==> src/rtl/bus_cycle_arbiter_pkg.sv <==
// Shared types and defaults for the C64-style bus cycle arbiter.
// Holds the arbiter state enum, timing defaults and the _AEC owner encoding.
package c64_bus_pkg;

    typedef enum logic [1:0] {
        IDLE    = 2'd0,
        PENDING = 2'd1,
        STOLEN  = 2'd2
    } arb_state_t;

    localparam int TICKS_PER_CYCLE_DEF = 16;
    localparam int RAS_TICK_DEF        = 2;
    localparam int CAS_TICK_DEF        = 4;
    localparam int BA_LEAD_DEF         = 3;

    localparam logic AEC_CPU = 1'b0;
    localparam logic AEC_VIC = 1'b1;

    function automatic int tick_width(input int n);
        return (n <= 2) ? 1 : $clog2(n);
    endfunction

endpackage

==> src/rtl/bus_cycle_arbiter_if.sv <==
// Bus-side signals of the arbiter: the VIC request in, and the phase, strobe and ownership outputs.
// Handshake: vic_req is a level that is only sampled on the last tick of a phi cycle; BA/cpu_rdy low means the VIC owns or will own phi2.
interface bus_cycle_arbiter_if;
    import c64_bus_pkg::*;

    logic        vic_req;
    logic        stall_clr;
    logic        phi0;
    logic        phi2_ce;
    logic        _RAS;
    logic        _CAS;
    logic        _AEC;
    logic        BA;
    logic        cpu_rdy;
    logic [15:0] stall_cnt;
    arb_state_t  state;

    modport master (
        input  vic_req, stall_clr,
        output phi0, phi2_ce, _RAS, _CAS, _AEC, BA, cpu_rdy, stall_cnt, state
    );

    modport slave (
        output vic_req, stall_clr,
        input  phi0, phi2_ce, _RAS, _CAS, _AEC, BA, cpu_rdy, stall_cnt, state
    );

endinterface

==> src/rtl/bus_cycle_arbiter_phase_timer.sv <==
// bus_phase_timer: tick counter plus registered phi0, phi2_ce and DRAM strobe decode.
// Every output is decoded from the next tick so it lines up with the registered tick value.
module bus_phase_timer
    import c64_bus_pkg::*;
#(
    parameter int TICKS_PER_CYCLE = TICKS_PER_CYCLE_DEF,
    parameter int RAS_TICK        = RAS_TICK_DEF,
    parameter int CAS_TICK        = CAS_TICK_DEF
) (
    input  logic clk,
    input  logic rst_n_i,
    output logic phi0_o,
    output logic phi2_ce_o,
    output logic ras_n_o,
    output logic cas_n_o,
    output logic phi1_next_o
);

    localparam int H  = TICKS_PER_CYCLE / 2;
    localparam int TW = tick_width(TICKS_PER_CYCLE);

    logic [TW-1:0] t_q, t_d, th_d;
    logic          phi0_q, ce_q, ras_n_q, cas_n_q;

    always_comb begin
        t_d  = (t_q == TW'(TICKS_PER_CYCLE - 1)) ? '0 : t_q + TW'(1);
        // Position within the current half; both halves share the strobe pattern.
        th_d = (t_d >= TW'(H)) ? t_d - TW'(H) : t_d;
    end

    always_ff @(posedge clk or negedge rst_n_i) begin
        if (!rst_n_i) begin
            t_q     <= '0;
            phi0_q  <= 1'b0;
            ce_q    <= 1'b0;
            ras_n_q <= 1'b1;
            cas_n_q <= 1'b1;
        end else begin
            t_q     <= t_d;
            phi0_q  <= (t_d >= TW'(H));
            ce_q    <= (t_d == TW'(TICKS_PER_CYCLE - 1));
            ras_n_q <= !(th_d >= TW'(RAS_TICK));
            cas_n_q <= !(th_d >= TW'(CAS_TICK));
        end
    end

    assign phi0_o      = phi0_q;
    assign phi2_ce_o   = ce_q;
    assign ras_n_o     = ras_n_q;
    assign cas_n_o     = cas_n_q;
    assign phi1_next_o = (t_d < TW'(H));

endmodule

==> src/rtl/bus_cycle_arbiter.sv <==
// bus_cycle_arbiter: phi1/phi2 bus sharing between CPU and VIC with BA lead-in cycle stealing.
// Optional stolen-phi2 counter is built only when BUS_ARB_STALL_COUNT_EN is defined.
module bus_cycle_arbiter
    import c64_bus_pkg::*;
#(
    parameter int TICKS_PER_CYCLE = TICKS_PER_CYCLE_DEF,
    parameter int RAS_TICK        = RAS_TICK_DEF,
    parameter int CAS_TICK        = CAS_TICK_DEF,
    parameter int BA_LEAD         = BA_LEAD_DEF
) (
    input  logic                 clk,
    input  logic                 _RESET,
    bus_cycle_arbiter_if.master  bus
);

    localparam logic [7:0] LC_LAST = 8'(BA_LEAD - 1);

    arb_state_t state_q, state_d;
    logic [7:0] lc_q, lc_d;
    logic       aec_q, aec_d;
    logic       ba_q, ba_d;
    logic       sample;
    logic       phi1_next;

    bus_phase_timer #(
        .TICKS_PER_CYCLE (TICKS_PER_CYCLE),
        .RAS_TICK        (RAS_TICK),
        .CAS_TICK        (CAS_TICK)
    ) u_timer (
        .clk         (clk),
        .rst_n_i     (_RESET),
        .phi0_o      (bus.phi0),
        .phi2_ce_o   (sample),
        .ras_n_o     (bus._RAS),
        .cas_n_o     (bus._CAS),
        .phi1_next_o (phi1_next)
    );

    // State only moves on the last tick, so state_d is already the state of the next tick.
    always_comb begin
        state_d = state_q;
        lc_d    = lc_q;
        if (sample) begin
            unique case (state_q)
                IDLE: begin
                    if (bus.vic_req) begin
                        state_d = PENDING;
                        lc_d    = '0;
                    end
                end
                PENDING: begin
                    if (!bus.vic_req)        state_d = IDLE;
                    else if (lc_q == LC_LAST) state_d = STOLEN;
                    else                      lc_d    = lc_q + 8'd1;
                end
                STOLEN: begin
                    if (!bus.vic_req) state_d = IDLE;
                end
                default: state_d = IDLE;
            endcase
        end
        aec_d = phi1_next ? AEC_VIC : ((state_d == STOLEN) ? AEC_VIC : AEC_CPU);
        ba_d  = (state_d == IDLE);
    end

    always_ff @(posedge clk or negedge _RESET) begin
        if (!_RESET) begin
            state_q <= IDLE;
            lc_q    <= '0;
            aec_q   <= AEC_VIC;
            ba_q    <= 1'b1;
        end else begin
            state_q <= state_d;
            lc_q    <= lc_d;
            aec_q   <= aec_d;
            ba_q    <= ba_d;
        end
    end

    assign bus.phi2_ce = sample;
    assign bus._AEC    = aec_q;
    assign bus.BA      = ba_q;
    assign bus.cpu_rdy = ba_q;
    assign bus.state   = state_q;

`ifdef BUS_ARB_STALL_COUNT_EN
    logic [15:0] stall_q, stall_d;

    // Clear has priority; count saturates rather than wrapping.
    always_comb begin
        stall_d = stall_q;
        if (bus.stall_clr)
            stall_d = '0;
        else if (sample && (state_q == STOLEN) && (stall_q != 16'hFFFF))
            stall_d = stall_q + 16'd1;
    end

    always_ff @(posedge clk or negedge _RESET) begin
        if (!_RESET) stall_q <= '0;
        else         stall_q <= stall_d;
    end

    assign bus.stall_cnt = stall_q;
`else
    logic unused_stall_clr;
    assign unused_stall_clr = bus.stall_clr;
    assign bus.stall_cnt    = '0;
`endif

endmodule
==> src/flat_wrapper.sv <==
// flat-port wrapper written by rule: the top's interface ports become plain ports
module bus_cycle_arbiter_flat import c64_bus_pkg::*;
#(
    parameter int TICKS_PER_CYCLE = TICKS_PER_CYCLE_DEF,
    parameter int RAS_TICK        = RAS_TICK_DEF,
    parameter int CAS_TICK        = CAS_TICK_DEF,
    parameter int BA_LEAD         = BA_LEAD_DEF
)
  (clk, _RESET, bus_vic_req, bus_stall_clr, bus_phi0, bus_phi2_ce, bus__RAS, bus__CAS, bus__AEC, bus_BA, bus_cpu_rdy, bus_stall_cnt, bus_state);
  bus_cycle_arbiter_if bus_i ();
  input  logic clk;
  input  logic _RESET;
  input wire logic [$bits(bus_i.vic_req)-1:0] bus_vic_req;
  input wire logic [$bits(bus_i.stall_clr)-1:0] bus_stall_clr;
  output wire logic [$bits(bus_i.phi0)-1:0] bus_phi0;
  output wire logic [$bits(bus_i.phi2_ce)-1:0] bus_phi2_ce;
  output wire logic [$bits(bus_i._RAS)-1:0] bus__RAS;
  output wire logic [$bits(bus_i._CAS)-1:0] bus__CAS;
  output wire logic [$bits(bus_i._AEC)-1:0] bus__AEC;
  output wire logic [$bits(bus_i.BA)-1:0] bus_BA;
  output wire logic [$bits(bus_i.cpu_rdy)-1:0] bus_cpu_rdy;
  output wire logic [$bits(bus_i.stall_cnt)-1:0] bus_stall_cnt;
  output wire logic [$bits(bus_i.state)-1:0] bus_state;
  assign bus_i.vic_req = bus_vic_req;
  assign bus_i.stall_clr = bus_stall_clr;
  assign bus_phi0 = bus_i.phi0;
  assign bus_phi2_ce = bus_i.phi2_ce;
  assign bus__RAS = bus_i._RAS;
  assign bus__CAS = bus_i._CAS;
  assign bus__AEC = bus_i._AEC;
  assign bus_BA = bus_i.BA;
  assign bus_cpu_rdy = bus_i.cpu_rdy;
  assign bus_stall_cnt = bus_i.stall_cnt;
  assign bus_state = bus_i.state;
  bus_cycle_arbiter #(.TICKS_PER_CYCLE(TICKS_PER_CYCLE), .RAS_TICK(RAS_TICK), .CAS_TICK(CAS_TICK), .BA_LEAD(BA_LEAD)) u_core (.clk(clk), ._RESET(_RESET), .bus(bus_i));
endmodule
==> config.mk <==
export PLATFORM = sky130hd
export DESIGN_NAME = bus_cycle_arbiter_flat
export DESIGN_NICKNAME = d
export VERILOG_FILES = /design/src/rtl/bus_cycle_arbiter_pkg.sv /design/src/rtl/bus_cycle_arbiter_if.sv /design/src/rtl/bus_cycle_arbiter_phase_timer.sv /design/src/rtl/bus_cycle_arbiter.sv /design/src/flat_wrapper.sv
export SDC_FILE = /design/constraint.sdc
export NUM_CORES = 1
export LEC_CHECK = 0
export ABC_AREA = 1
export CORE_MARGIN = 2
export CORE_UTILIZATION = 48
export DETAILED_ROUTE_END_ITERATION = 8
export MAX_ROUTING_LAYER = met4
export PLACE_DENSITY = 0.84
export SETUP_SLACK_MARGIN = 0.2
export SLEW_MARGIN = 20
export SYNTH_ARGS = -nofsm -noshare
export SYNTH_HDL_FRONTEND = slang
export SYNTH_SLANG_ARGS = --single-unit
==> constraint.sdc <==
create_clock -name clk -period 1.98 [get_ports clk]
set_clock_uncertainty 0.15 [all_clocks]
set_input_delay 0.297 -clock clk [delete_from_list [all_inputs] [get_ports clk]]
set_output_delay 0.297 -clock clk [all_outputs]
set_load 0.03 [all_outputs]
==> impl_results.html, run 1 <==
<table>
<tr><th>Metric</th><th>Value</th></tr>
<tr><th colspan="2">Clock network</th></tr>
<tr><td>Number of clock sinks</td><td>20</td></tr>
<tr><td>Maximum clock path buffer count</td><td>2</td></tr>
<tr><td>CTS tree</td><td>yes</td></tr>
<tr><td>Num CTS Buffers</td><td>3</td></tr>
<tr><td>Post_cts resized</td><td>8</td></tr>
<tr><td>Post-cts hold buffer count</td><td>0</td></tr>
<tr><td>Clock-pin slew on the worst setup and hold paths</td><td>between 100 and 150 ps</td></tr>
<tr><td>Cell at the root of the clock tree</td><td>clkbuf_4</td></tr>
<tr><td>Setup Buffers After CTS</td><td>0</td></tr>
<tr><td>Number of H-tree branching levels</td><td>1</td></tr>
<tr><td>Worst-Skew Late Latency</td><td>300 ps</td></tr>
<tr><th colspan="2">Logic synthesis</th></tr>
<tr><td>Syn Area/Cell</td><td>8.21 µm²</td></tr>
<tr><td>Syn. warnings</td><td>0</td></tr>
<tr><td>Cell area after synthesis</td><td>between 1000 and 1500 µm²</td></tr>
<tr><td>Fraction of post-synthesis cell area in the top cell type by area</td><td>35.6%</td></tr>
<tr><td>Leading cell types by total area after synthesis</td><td>dfrtp_1 36%, buf_4 11%, nand2_1 11%, dfstp_2 9.3%, inv_1 6.7%</td></tr>
<tr><td>Flip-flop and latch count after synthesis</td><td>20</td></tr>
<tr><td>Cell count after synthesis</td><td>between 100 and 150</td></tr>
<tr><td>Fraction of registers with async set/reset</td><td>100%</td></tr>
<tr><td>EDFF count, synth</td><td>0</td></tr>
<tr><td>Count of distinct cell types in the synthesized netlist</td><td>19</td></tr>
<tr><td>Most frequently used flop master after synthesis</td><td>dfrtp_1</td></tr>
<tr><td>Fraction of the yosys area taken by sequential cells</td><td>~45%</td></tr>
<tr><td>Post-synth top area cell</td><td>dfrtp_1</td></tr>
<tr><th colspan="2">Final layout</th></tr>
<tr><td>Post-route cell area</td><td>between 1000 and 1500 µm²</td></tr>
<tr><td>Filler Cell Count</td><td>208</td></tr>
<tr><td>Total number of nets in the final design</td><td>about 160</td></tr>
<tr><td>Share of final-layout standard cells stronger than drive strength 1</td><td>roughly a tenth</td></tr>
<tr><td>Non-filler instance count after layout</td><td>178</td></tr>
<tr><td>Number of antenna cells inserted</td><td>0</td></tr>
<tr><td>Growth of design area from synthesis to finish</td><td>8.23%</td></tr>
<tr><th colspan="2">Detailed routing</th></tr>
<tr><td>Via count</td><td>about 830</td></tr>
<tr><td>First-pass detailed-route iteration total</td><td>4</td></tr>
<tr><td>Residual DRC</td><td>0</td></tr>
<tr><td>DR vias/cell</td><td>approximately 4.7</td></tr>
<tr><td>Post-DRT Antenna Nets</td><td>0</td></tr>
<tr><td>Routed length per placed instance</td><td>about 11 µm</td></tr>
<tr><td>Starting DRC count in detailed routing</td><td>15</td></tr>
<tr><td>Total length of routed wires</td><td>roughly 1.9 mm</td></tr>
<tr><th colspan="2">Pwr</th></tr>
<tr><td>Internal Dissipation</td><td>0.545 mW</td></tr>
<tr><td>Combinational share of power</td><td>between 10% and 20%</td></tr>
<tr><td>Switch share</td><td>about 27%</td></tr>
<tr><td>Clock power frac</td><td>31.5%</td></tr>
<tr><td>Part of the power in registers</td><td>roughly 57%</td></tr>
<tr><td>Worst vdd ir</td><td>between 500 and 600 µV</td></tr>
<tr><td>Total power per unit cell area</td><td>613 nW/µm²</td></tr>
<tr><td>Leak</td><td>0.632 nW</td></tr>
<tr><td>Net switching power figure</td><td>just over 0.2 mW</td></tr>
<tr><th colspan="2">Placement</th></tr>
<tr><td>Number of cells after detailed placement</td><td>174</td></tr>
<tr><td>Gpl congestion</td><td>between 0.8 and 0.9</td></tr>
<tr><td>Dpl hpwl</td><td>1.51 mm</td></tr>
<tr><td>DP Area</td><td>approximately 1200 µm²</td></tr>
<tr><td># port buffers</td><td>11</td></tr>
<tr><th colspan="2">Die</th></tr>
<tr><td>Overall die height</td><td>between 50 and 60 µm</td></tr>
<tr><td>Row count</td><td>17</td></tr>
<tr><td>I/O pin cnt</td><td>29</td></tr>
<tr><td>Total core area</td><td>about 2200 µm²</td></tr>
<tr><td>Starting density of the core</td><td>between 50% and 60%</td></tr>
<tr><td>Total die area</td><td>2750 µm²</td></tr>
<tr><td>Die extent in x</td><td>approximately 52 µm</td></tr>
<tr><th colspan="2">Worst setup path</th></tr>
<tr><td>Setup crit end kind</td><td>output port</td></tr>
<tr><td>Kind of critical path</td><td>register to output port</td></tr>
<tr><td>Capture instance of the worst register-to-register path</td><td>u_core.bus.BA</td></tr>
<tr><td>Slowest stage cell on the critical path</td><td>clkdlybuf4s50_1</td></tr>
<tr><td>Count of buffer and inverter cells on the critical path</td><td>1</td></tr>
<tr><td>Worst setup slack for register-to-register paths</td><td>~370 ps</td></tr>
<tr><td>Ordered cell list for the critical path</td><td>clkdlybuf4s50_1</td></tr>
<tr><td>Type of origin of the critical path</td><td>register</td></tr>
<tr><td>Worst Reg-to-Reg Cells</td><td>8</td></tr>
<tr><td>Critical Path Fanout Max</td><td>1</td></tr>
<tr><td>R2r startpoint</td><td>u_core.lc_q[0]</td></tr>
<tr><td>Category of cells accounting for the largest share of critical-path delay</td><td>buffers and inverters</td></tr>
<tr><td>Arrival time at the worst endpoint</td><td>approximately 1300 ps</td></tr>
<tr><td>Highest cell delay on the worst timing path</td><td>around 670 ps</td></tr>
<tr><td>Data required time at the worst endpoint</td><td>approximately 1500 ps</td></tr>
<tr><th colspan="2">Status</th></tr>
<tr><td>Run status</td><td>complete, no violations</td></tr>
<tr><th colspan="2">STA</th></tr>
<tr><td>Min cycle time layout</td><td>~1800 ps</td></tr>
<tr><td>Upper clock frequency limit</td><td>approximately 570 MHz</td></tr>
<tr><td>Final number of max-transition violations</td><td>0</td></tr>
<tr><td>RSZ-0062 raised after global routing</td><td>no</td></tr>
<tr><td>Count of final setup violators</td><td>0</td></tr>
<tr><td>Summed negative setup slack over all endpoints</td><td>0 ps</td></tr>
<tr><td>Worst hold-check slack</td><td>171 ps</td></tr>
<tr><td>Final hold violations</td><td>0</td></tr>
<tr><td>Portion of the clock cycle consumed by the worst path in the final layout</td><td>between 80% and 90%</td></tr>
<tr><th colspan="2">Global route</th></tr>
<tr><td>Largest net degree at the start of global routing</td><td>21</td></tr>
<tr><td>Global-route wire length before repair</td><td>approximately 3.4 mm</td></tr>
<tr><td>GRT Overall Usage</td><td>17.3%</td></tr>
<tr><td>Number of global-route vias before repair</td><td>797</td></tr>
<tr><td>Remaining Overflow, GRT</td><td>0</td></tr>
<tr><td>Initial antenna violation count</td><td>0</td></tr>
<tr><th colspan="2">Job</th></tr>
<tr><td>Max-cap violations</td><td>0</td></tr>
<tr><th colspan="2">Worst hold path</th></tr>
<tr><td>Type of the worst min-delay path</td><td>input pin to asynchronous set/reset pin</td></tr>
</table>
[layout by cell type, fill, tap and decap left out]
master            n
dfrtp_1          16
nor2_2            2
clkbuf_4          3
inv_1            20
dfstp_2           4
or2_2             1
buf_4             1
o21ai_0           6
nand3b_1          2
clkdlybuf4s50_1   3
ha_1              4
nand3_1           9
o21ai_1           5
nand2_4           1
o21ai_2           1
nand3_2           2
dlygate4sd2_1     8
xor2_1            1
conb_1           16
nand2_1          32
nor2_1           12
clkbuf_8          1
[worst max-delay path by stage]
stage	endpoint	startpoint	cells past startpoint	slack (ps)
4_1_cts	bus_phi0	u_core.u_timer.phi0_o	1	220
2_1_floorplan	u_core.lc_q[2]	u_core.u_timer.phi2_ce_o	6	550
3_5_place_dp	bus_cpu_rdy	u_core.bus.BA	1	350
6_report	bus_phi0	u_core.u_timer.phi0_o	1	220
3_3_place_gp	bus_cpu_rdy	u_core.bus.BA	1	370
5_1_grt	bus_phi0	u_core.u_timer.phi0_o	1	200
[cell families after synthesis]
kind of cell    after synthesis  share of synthesized area (%)
simple gates                 61                           24.5
buf+inv                      38                           19.4
flops                        20                           44.9
compound gates               12                           5.67
fa+ha+maj                     4                           4.45
xor+xnor                      1                          0.779
other cells                   1                          0.333
[synthesized netlist by cell type, types with 2 or more instances]
cell	count
nand2_1	32
inv_1	20
buf_4	17
dfrtp_1	16
nor2_1	12
nand3_1	9
o21ai_0	6
o21ai_1	5
dfstp_2	4
ha_1	4
nand3_2	2
nand3b_1	2
nor2_2	2
[layout make-up]
class	instances	area, µm²	share of cell area, %
inverter	20	75.1	6.17
multi-input combinational	94	458	37.6
tap	28	35.0	2.88
timing repair buffer	12	108	8.84
clock buffer	4	36.3	2.98
sequential	20	505	41.5
[sequential cells by signal (all words and copies together) (netlist names)]
name / count
u_core.u_timer.ras_n_o: 1
u_core.u_timer.phi2_ce_o: 1
u_core.u_timer.t_q: 4
u_core.u_timer.cas_n_o: 1
u_core.lc_q: 8
u_core.bus.BA: 1
u_core.bus.state: 2
u_core.u_timer.phi0_o: 1
u_core.bus._AEC: 1
[stage by stage]
stage / setup slack (ps) / power, mW / util [%]
2_1_floorplan: 553 / 0.521 / -
3_3_place_gp: 369 / 0.520 / 53.8
3_5_place_dp: 353 / 0.522 / 53.8
4_1_cts: 217 / 0.752 / 55.0
5_1_grt: 201 / 0.775 / 55.0
6_report: 222 / 0.746 / 55.0
[power by group through the flow]
stage / registers, mW / logic (mW) / clock network [mW]
detailed placement: 0.430 / 0.0917 / 0
global placement: 0.429 / 0.0901 / 0
finish: 0.423 / 0.0885 / 0.235
floorplan: 0.435 / 0.0865 / 0
CTS: 0.423 / 0.0888 / 0.241
global route: 0.423 / 0.0966 / 0.255
[metal layers]
layer | part of all wire (%) | track usage (%)
met5 | 0 | -
met4 | 1.2 | 7.69
met3 | 3.1 | 1.71
met2 | 53 | 30.4
met1 | 42 | 19.8
No activity file was read; power rests on OpenSTA's default activity.
==> run 2, diff against run 1 <==
--- a/config.mk
+++ b/config.mk
@@ -9,7 +9,6 @@
 export CORE_MARGIN = 2
 export CORE_UTILIZATION = 48
 export DETAILED_ROUTE_END_ITERATION = 8
-export MAX_ROUTING_LAYER = met4
 export PLACE_DENSITY = 0.84
 export SETUP_SLACK_MARGIN = 0.2
 export SLEW_MARGIN = 20
==> run 2 against run 1 <==
  * Fmax about the same
  * Flip-flop and latch count unchanged
  * Core utilization unchanged
  * Sequential power about the same
  * Non-clock buffer count unchanged
  * Combinational power about the same
  * Sequential share of layout area unchanged
  * Die area unchanged
  * Critical path depth unchanged
  * Clock power about the same
  * Largest power group unchanged
  * Global-route usage down 0.44 points
==> impl_results.html, run 2 (same netlist as run 1, synthesis figures left out) <==
<table>
<tr><th>Metric</th><th>Value</th></tr>
<tr><th colspan="2">Status</th></tr>
<tr><td>Run status</td><td>complete, no violations</td></tr>
<tr><th colspan="2">Worst hold path</th></tr>
<tr><td>Type of the worst min-delay path</td><td>input pin to asynchronous set/reset pin</td></tr>
<tr><th colspan="2">Worst setup path</th></tr>
<tr><td>Slowest stage cell on the critical path</td><td>clkdlybuf4s50_1</td></tr>
<tr><td>Kind of critical path</td><td>register to output port</td></tr>
<tr><td>Ordered cell list for the critical path</td><td>clkdlybuf4s50_1</td></tr>
<tr><td>Arrival time at the worst endpoint</td><td>~1300 ps</td></tr>
<tr><td>Data required time at the worst endpoint</td><td>roughly 1500 ps</td></tr>
<tr><td>Count of buffer and inverter cells on the critical path</td><td>1</td></tr>
<tr><td>R2r startpoint</td><td>u_core.lc_q[0]</td></tr>
<tr><td>Launching instance or port of the critical path</td><td>u_core.u_timer.phi0_o</td></tr>
<tr><td>Setup crit end kind</td><td>output port</td></tr>
<tr><td>Logic depth of the worst setup path including buffers</td><td>1</td></tr>
<tr><td>Worst Reg-to-Reg Cells</td><td>8</td></tr>
<tr><td>Highest cell delay on the worst timing path</td><td>roughly 670 ps</td></tr>
<tr><td>Critical Path Fanout Max</td><td>1</td></tr>
<tr><td>Category of cells accounting for the largest share of critical-path delay</td><td>buffers and inverters</td></tr>
<tr><td>Type of origin of the critical path</td><td>register</td></tr>
<tr><th colspan="2">STA</th></tr>
<tr><td>Count of final setup violators</td><td>0</td></tr>
<tr><td>Upper clock frequency limit</td><td>approximately 570 MHz</td></tr>
<tr><td>RSZ-0062 raised after global routing</td><td>no</td></tr>
<tr><td>Final hold violations</td><td>0</td></tr>
<tr><td>Summed negative setup slack over all endpoints</td><td>0 ps</td></tr>
<tr><td>Portion of the clock cycle consumed by the worst path in the final layout</td><td>88.8%</td></tr>
<tr><td>Min cycle time layout</td><td>1760 ps</td></tr>
<tr><td>Final number of max-transition violations</td><td>0</td></tr>
<tr><th colspan="2">Detailed routing</th></tr>
<tr><td>Routed length per placed instance</td><td>10.8 µm</td></tr>
<tr><td>Total length of routed wires</td><td>~1.9 mm</td></tr>
<tr><td>Via count</td><td>between 800 and 900</td></tr>
<tr><td>Residual DRC</td><td>0</td></tr>
<tr><td>Starting DRC count in detailed routing</td><td>16</td></tr>
<tr><td>First-pass detailed-route iteration total</td><td>4</td></tr>
<tr><td>DR vias/cell</td><td>approximately 4.6</td></tr>
<tr><td>Post-DRT Antenna Nets</td><td>0</td></tr>
<tr><th colspan="2">Pwr</th></tr>
<tr><td>Part of the power in registers</td><td>56.6%</td></tr>
<tr><td>Net switching power figure</td><td>0.201 mW</td></tr>
<tr><td>Leak</td><td>0.632 nW</td></tr>
<tr><td>Switch share</td><td>a little over a quarter</td></tr>
<tr><td>Clock power frac</td><td>between 30% and 40%</td></tr>
<tr><td>Internal Dissipation</td><td>~0.54 mW</td></tr>
<tr><td>Total power per unit cell area</td><td>around 600 nW/µm²</td></tr>
<tr><td>Combinational share of power</td><td>11.9%</td></tr>
<tr><td>Worst vdd ir</td><td>slightly above 500 µV</td></tr>
<tr><th colspan="2">Global route</th></tr>
<tr><td>Initial antenna violation count</td><td>0</td></tr>
<tr><td>Number of global-route vias before repair</td><td>between 700 and 800</td></tr>
<tr><td>Global-route wire length before repair</td><td>3.38 mm</td></tr>
<tr><td>Remaining Overflow, GRT</td><td>0</td></tr>
<tr><td>GRT Overall Usage</td><td>approximately 17%</td></tr>
<tr><td>Largest net degree at the start of global routing</td><td>21</td></tr>
<tr><th colspan="2">Final layout</th></tr>
<tr><td>Share of final-layout standard cells stronger than drive strength 1</td><td>roughly a tenth</td></tr>
<tr><td>Growth of design area from synthesis to finish</td><td>8.23%</td></tr>
<tr><td>Total number of nets in the final design</td><td>around 160</td></tr>
<tr><td>Register ranked first by flip-flop count</td><td>u_core.lc_q</td></tr>
<tr><td>Number of flip-flops under the largest register name</td><td>8</td></tr>
<tr><td>Filler Cell Count</td><td>approximately 210</td></tr>
<tr><td>Most common cell after layout, fill and taps aside</td><td>nand2_1</td></tr>
<tr><td>Final core area utilization</td><td>between 50% and 60%</td></tr>
<tr><td>Post-route cell area</td><td>roughly 1200 µm²</td></tr>
<tr><td>Number of antenna cells inserted</td><td>0</td></tr>
<tr><td>Most frequent cells in the layout</td><td>32 x nand2_1, 20 x inv_1, 16 x conb_1, 16 x dfrtp_1, 12 x nor2_1</td></tr>
<tr><th colspan="2">Die</th></tr>
<tr><td>Die extent in x</td><td>about 52 µm</td></tr>
<tr><td>Total core area</td><td>roughly 2200 µm²</td></tr>
<tr><td>Row count</td><td>17</td></tr>
<tr><td>Total die area</td><td>about 2700 µm²</td></tr>
<tr><td>I/O pin cnt</td><td>29</td></tr>
<tr><td>Overall die height</td><td>~52 µm</td></tr>
<tr><td>Starting density of the core</td><td>just over 50%</td></tr>
<tr><th colspan="2">Placement</th></tr>
<tr><td># port buffers</td><td>11</td></tr>
<tr><td>Gpl congestion</td><td>0.837</td></tr>
<tr><td>Dpl hpwl</td><td>~1.5 mm</td></tr>
<tr><td>DP Area</td><td>roughly 1200 µm²</td></tr>
<tr><th colspan="2">Clock network</th></tr>
<tr><td>Num CTS Buffers</td><td>3</td></tr>
<tr><td>Maximum clock path buffer count</td><td>2</td></tr>
<tr><td>Post-cts hold buffer count</td><td>0</td></tr>
<tr><td>Number of clock sinks</td><td>20</td></tr>
<tr><td>Number of H-tree branching levels</td><td>1</td></tr>
<tr><td>Cell at the root of the clock tree</td><td>clkbuf_4</td></tr>
<tr><td>Clock-pin slew on the worst setup and hold paths</td><td>110 ps</td></tr>
<tr><td>CTS tree</td><td>yes</td></tr>
<tr><td>Worst-Skew Late Latency</td><td>300 ps</td></tr>
<tr><th colspan="2">Job</th></tr>
<tr><td>Max-cap violations</td><td>0</td></tr>
</table>
-- run 2: final timing paths --
check / to / slack, ps
worst min register to register: u_core.lc_q[4] / 390
worst min-delay path: u_core.lc_q[6] / 170
max in group asynchronous: u_core.u_timer.ras_n_o / 1240
min in group clk: u_core.lc_q[4] / 390
worst max register to register: u_core.bus.BA / 380
worst max-delay path: bus_phi0 / 220
-- run 2: metrics by stage --
| step | power (mW) | hold slack (ps) | cells | worst slack (ps) |
|---|---|---|---|---|
| global placement | 0.520 | 361 | 174 | 369 |
| finish | 0.746 | 170 | 178 | 222 |
| detailed placement | 0.522 | 373 | 174 | 353 |
| CTS | 0.752 | 181 | 178 | 217 |
| floorplan | 0.521 | -149 | 152 | 553 |
| global route | 0.775 | 191 | 178 | 201 |
-- run 2: area by class of cell --
type | instances | area, µm² | area share, %
well taps | 28 | 35.0 | 2.88
inverters | 20 | 75.1 | 6.17
clock buffers | 4 | 36.3 | 2.98
flip-flops and latches | 20 | 505 | 41.5
repair buffers | 12 | 108 | 8.84
multi-input cells | 94 | 458 | 37.6
-- run 2: layer usage --
metal,vias up,GRT usage (%),wire [µm]
met1,388,19.4,794
met5,-,0,0
met4,0,7.69,23
li1,416,-,-
met2,18,30.6,1030
met3,4,2.00,64
-- run 2: worst reg2reg max path: cells and delay by family, from the launching register on --
family,cells,cell delay (ps)
fa+ha+maj,1,140
flops,1,430
simple gates,6,720
buf+inv,1,100
-- run 2: timing repair --
item / in CTS / in global routing
setup endpoints to repair: 8 / 0
buffers inserted: 0 / 0
resized for setup: 8 / 0
-- run 2: power by group through the flow --
stage	registers, mW	clock network (mW)	logic, mW
floorplan	0.435	0	0.0865
global placement	0.429	0	0.0901
detailed placement	0.430	0	0.0917
CTS	0.423	0.241	0.0888
global route	0.423	0.255	0.0966
finish	0.422	0.235	0.0885
==> run 3, diff against run 2 <==
--- a/config.mk
+++ b/config.mk
@@ -9,7 +9,7 @@
 export CORE_MARGIN = 2
 export CORE_UTILIZATION = 48
 export DETAILED_ROUTE_END_ITERATION = 8
-export PLACE_DENSITY = 0.84
+export PLACE_DENSITY = 0.79
 export SETUP_SLACK_MARGIN = 0.2
 export SLEW_MARGIN = 20
 export SYNTH_ARGS = -nofsm -noshare
==> run 3 against run 2 <==
  * Combinational power about the same
  * Global-route usage hardly changed
  * Clock power about the same
  * Cell count unchanged
==> impl_results.html, run 3 (same netlist as run 1, synthesis figures left out) <==
<table>
<tr><th>Metric</th><th>Value</th></tr>
<tr><th colspan="2">Worst setup path</th></tr>
<tr><td>Setup crit end kind</td><td>output port</td></tr>
<tr><td>Kind of critical path</td><td>register to output port</td></tr>
<tr><td>Type of origin of the critical path</td><td>register</td></tr>
<tr><td>Highest cell delay on the worst timing path</td><td>about 540 ps</td></tr>
<tr><td>Critical Path Fanout Max</td><td>2</td></tr>
<tr><td>Category of cells accounting for the largest share of critical-path delay</td><td>flip-flops</td></tr>
<tr><td>Count of buffer and inverter cells on the critical path</td><td>1</td></tr>
<tr><td>Data required time at the worst endpoint</td><td>~1500 ps</td></tr>
<tr><td>Capture instance of the worst register-to-register path</td><td>u_core.bus.BA</td></tr>
<tr><td>Arrival time at the worst endpoint</td><td>~1200 ps</td></tr>
<tr><td>Worst setup slack for register-to-register paths</td><td>~470 ps</td></tr>
<tr><td>Ordered cell list for the critical path</td><td>dlygate4sd2_1</td></tr>
<tr><td>Slowest stage cell on the critical path</td><td>dfstp_2</td></tr>
<tr><td>R2r startpoint</td><td>u_core.lc_q[0]</td></tr>
<tr><td>Worst Reg-to-Reg Cells</td><td>8</td></tr>
<tr><th colspan="2">Pwr</th></tr>
<tr><td>Switch share</td><td>between 20% and 30%</td></tr>
<tr><td>Combinational share of power</td><td>11.8%</td></tr>
<tr><td>Clock power frac</td><td>a little under a third</td></tr>
<tr><td>Part of the power in registers</td><td>between 50% and 60%</td></tr>
<tr><td>Internal Dissipation</td><td>0.545 mW</td></tr>
<tr><td>Leak</td><td>0.650 nW</td></tr>
<tr><td>Worst vdd ir</td><td>around 510 µV</td></tr>
<tr><td>Total power per unit cell area</td><td>612 nW/µm²</td></tr>
<tr><td>Net switching power figure</td><td>between 0.2 and 0.25 mW</td></tr>
<tr><th colspan="2">Global route</th></tr>
<tr><td>Largest net degree at the start of global routing</td><td>21</td></tr>
<tr><td>Remaining Overflow, GRT</td><td>0</td></tr>
<tr><td>Global-route wire length before repair</td><td>between 3 and 4 mm</td></tr>
<tr><td>Initial antenna violation count</td><td>0</td></tr>
<tr><td>GRT Overall Usage</td><td>roughly 17%</td></tr>
<tr><td>Number of global-route vias before repair</td><td>778</td></tr>
<tr><th colspan="2">Clock network</th></tr>
<tr><td>Worst-Skew Late Latency</td><td>roughly 300 ps</td></tr>
<tr><td>Setup Buffers After CTS</td><td>0</td></tr>
<tr><td>CTS tree</td><td>yes</td></tr>
<tr><td>Clock-pin slew on the worst setup and hold paths</td><td>around 120 ps</td></tr>
<tr><td>Num CTS Buffers</td><td>3</td></tr>
<tr><td>Cell at the root of the clock tree</td><td>clkbuf_4</td></tr>
<tr><td>Number of H-tree branching levels</td><td>1</td></tr>
<tr><td>Number of clock sinks</td><td>20</td></tr>
<tr><td>Maximum clock path buffer count</td><td>2</td></tr>
<tr><th colspan="2">Die</th></tr>
<tr><td>Starting density of the core</td><td>around half</td></tr>
<tr><td>Overall die height</td><td>between 50 and 60 µm</td></tr>
<tr><td>Total die area</td><td>about 2700 µm²</td></tr>
<tr><td>Total core area</td><td>2210 µm²</td></tr>
<tr><td>Row count</td><td>17</td></tr>
<tr><td>I/O pin cnt</td><td>29</td></tr>
<tr><td>Die extent in x</td><td>52.4 µm</td></tr>
<tr><th colspan="2">Detailed routing</th></tr>
<tr><td>DR vias/cell</td><td>4.41</td></tr>
<tr><td>Total length of routed wires</td><td>between 1.5 and 2 mm</td></tr>
<tr><td>Post-DRT Antenna Nets</td><td>0</td></tr>
<tr><td>First-pass detailed-route iteration total</td><td>4</td></tr>
<tr><td>Routed length per placed instance</td><td>around 10 µm</td></tr>
<tr><td>Starting DRC count in detailed routing</td><td>2</td></tr>
<tr><td>Via count</td><td>785</td></tr>
<tr><td>Residual DRC</td><td>0</td></tr>
<tr><th colspan="2">Final layout</th></tr>
<tr><td>Reg area</td><td>roughly 500 µm²</td></tr>
<tr><td>Filler Cell Count</td><td>roughly 200</td></tr>
<tr><td>Non-filler instance count after layout</td><td>between 150 and 200</td></tr>
<tr><td>Share of final-layout standard cells stronger than drive strength 1</td><td>10.7%</td></tr>
<tr><td>Final core area utilization</td><td>between 50% and 60%</td></tr>
<tr><td>Number of flip-flops under the largest register name</td><td>8</td></tr>
<tr><td>Total number of nets in the final design</td><td>around 160</td></tr>
<tr><td>Footprint of the multi-input gates</td><td>around 460 µm²</td></tr>
<tr><td>Most common cell after layout, fill and taps aside</td><td>nand2_1</td></tr>
<tr><td>Register ranked first by flip-flop count</td><td>u_core.lc_q</td></tr>
<tr><td>Most frequent cells in the layout</td><td>32 x nand2_1, 20 x inv_1, 16 x conb_1, 16 x dfrtp_1, 12 x nor2_1</td></tr>
<tr><td>Number of antenna cells inserted</td><td>0</td></tr>
<tr><td>Growth of design area from synthesis to finish</td><td>8.45%</td></tr>
<tr><th colspan="2">Placement</th></tr>
<tr><td>Dpl hpwl</td><td>1.45 mm</td></tr>
<tr><td># port buffers</td><td>11</td></tr>
<tr><td>Number of cells after detailed placement</td><td>between 150 and 200</td></tr>
<tr><td>Gpl congestion</td><td>about 0.85</td></tr>
<tr><th colspan="2">STA</th></tr>
<tr><td>Portion of the clock cycle consumed by the worst path in the final layout</td><td>around 85%</td></tr>
<tr><td>Min cycle time layout</td><td>1680 ps</td></tr>
<tr><td>Final number of max-transition violations</td><td>0</td></tr>
<tr><td>Count of final setup violators</td><td>0</td></tr>
<tr><td>Final hold violations</td><td>0</td></tr>
<tr><td>Summed negative setup slack over all endpoints</td><td>0 ps</td></tr>
<tr><td>RSZ-0062 raised after global routing</td><td>no</td></tr>
<tr><td>Upper clock frequency limit</td><td>slightly below 600 MHz</td></tr>
<tr><th colspan="2">Job</th></tr>
<tr><td>Max-cap violations</td><td>0</td></tr>
<tr><th colspan="2">Worst hold path</th></tr>
<tr><td>Type of the worst min-delay path</td><td>input pin to asynchronous set/reset pin</td></tr>
<tr><th colspan="2">Status</th></tr>
<tr><td>Run status</td><td>complete, no violations</td></tr>
</table>
## run 3: worst max path at each step
| stage | start | cells past startpoint | slack [ps] | end |
|---|---|---|---|---|
| finish | u_core.bus.BA | 1 | 300 | bus_cpu_rdy |
| global route | u_core.bus.BA | 1 | 260 | bus_cpu_rdy |
| CTS | u_core.u_timer.phi0_o | 1 | 210 | bus_phi0 |
| detailed placement | u_core.bus.BA | 1 | 360 | bus_cpu_rdy |
| global placement | u_core.bus.BA | 1 | 370 | bus_cpu_rdy |
| floorplan | u_core.u_timer.phi2_ce_o | 6 | 550 | u_core.lc_q[2] |
## run 3: what timing repair did
item | 4_1_cts | 5_1_grt
hold buffers | 0 | 0
endpoints found under the setup margin | 8 | 1
resized for setup | 8 | 1
## run 3: per-stage QoR
stage	worst slack [ps]	area (µm²)	power [mW]	hold slack [ps]
global route	259	1220	0.778	202
floorplan	553	1180	0.521	-149
finish	295	1220	0.746	173
detailed placement	359	1190	0.522	380
CTS	205	1220	0.752	186
global placement	369	1190	0.520	362
## run 3: cell type report
class	instances	area share, %
timing repair buffer	12	9.03
multi-input combinational	94	37.5
sequential	20	41.4
tap	28	2.87
inverter	20	6.15
clock buffer	4	2.97
## run 3: layer usage
| layer | GRT usage [%] | wire, µm |
|---|---|---|
| met1 | 19.2 | 799 |
| met2 | 28.7 | 935 |
| met3 | 4.00 | 78 |
| met4 | 8.97 | 38 |
| met5 | 0 | 0 |
## run 3: power groups by stage
stage                     logic, mW  clock network [mW]  registers [mW]
after floorplan              0.0865                   0           0.435
after global placement       0.0903                   0           0.430
after detailed placement     0.0917                   0           0.430
after CTS                    0.0889               0.241           0.422
after global routing         0.0971               0.258           0.423
final                        0.0882               0.236           0.422
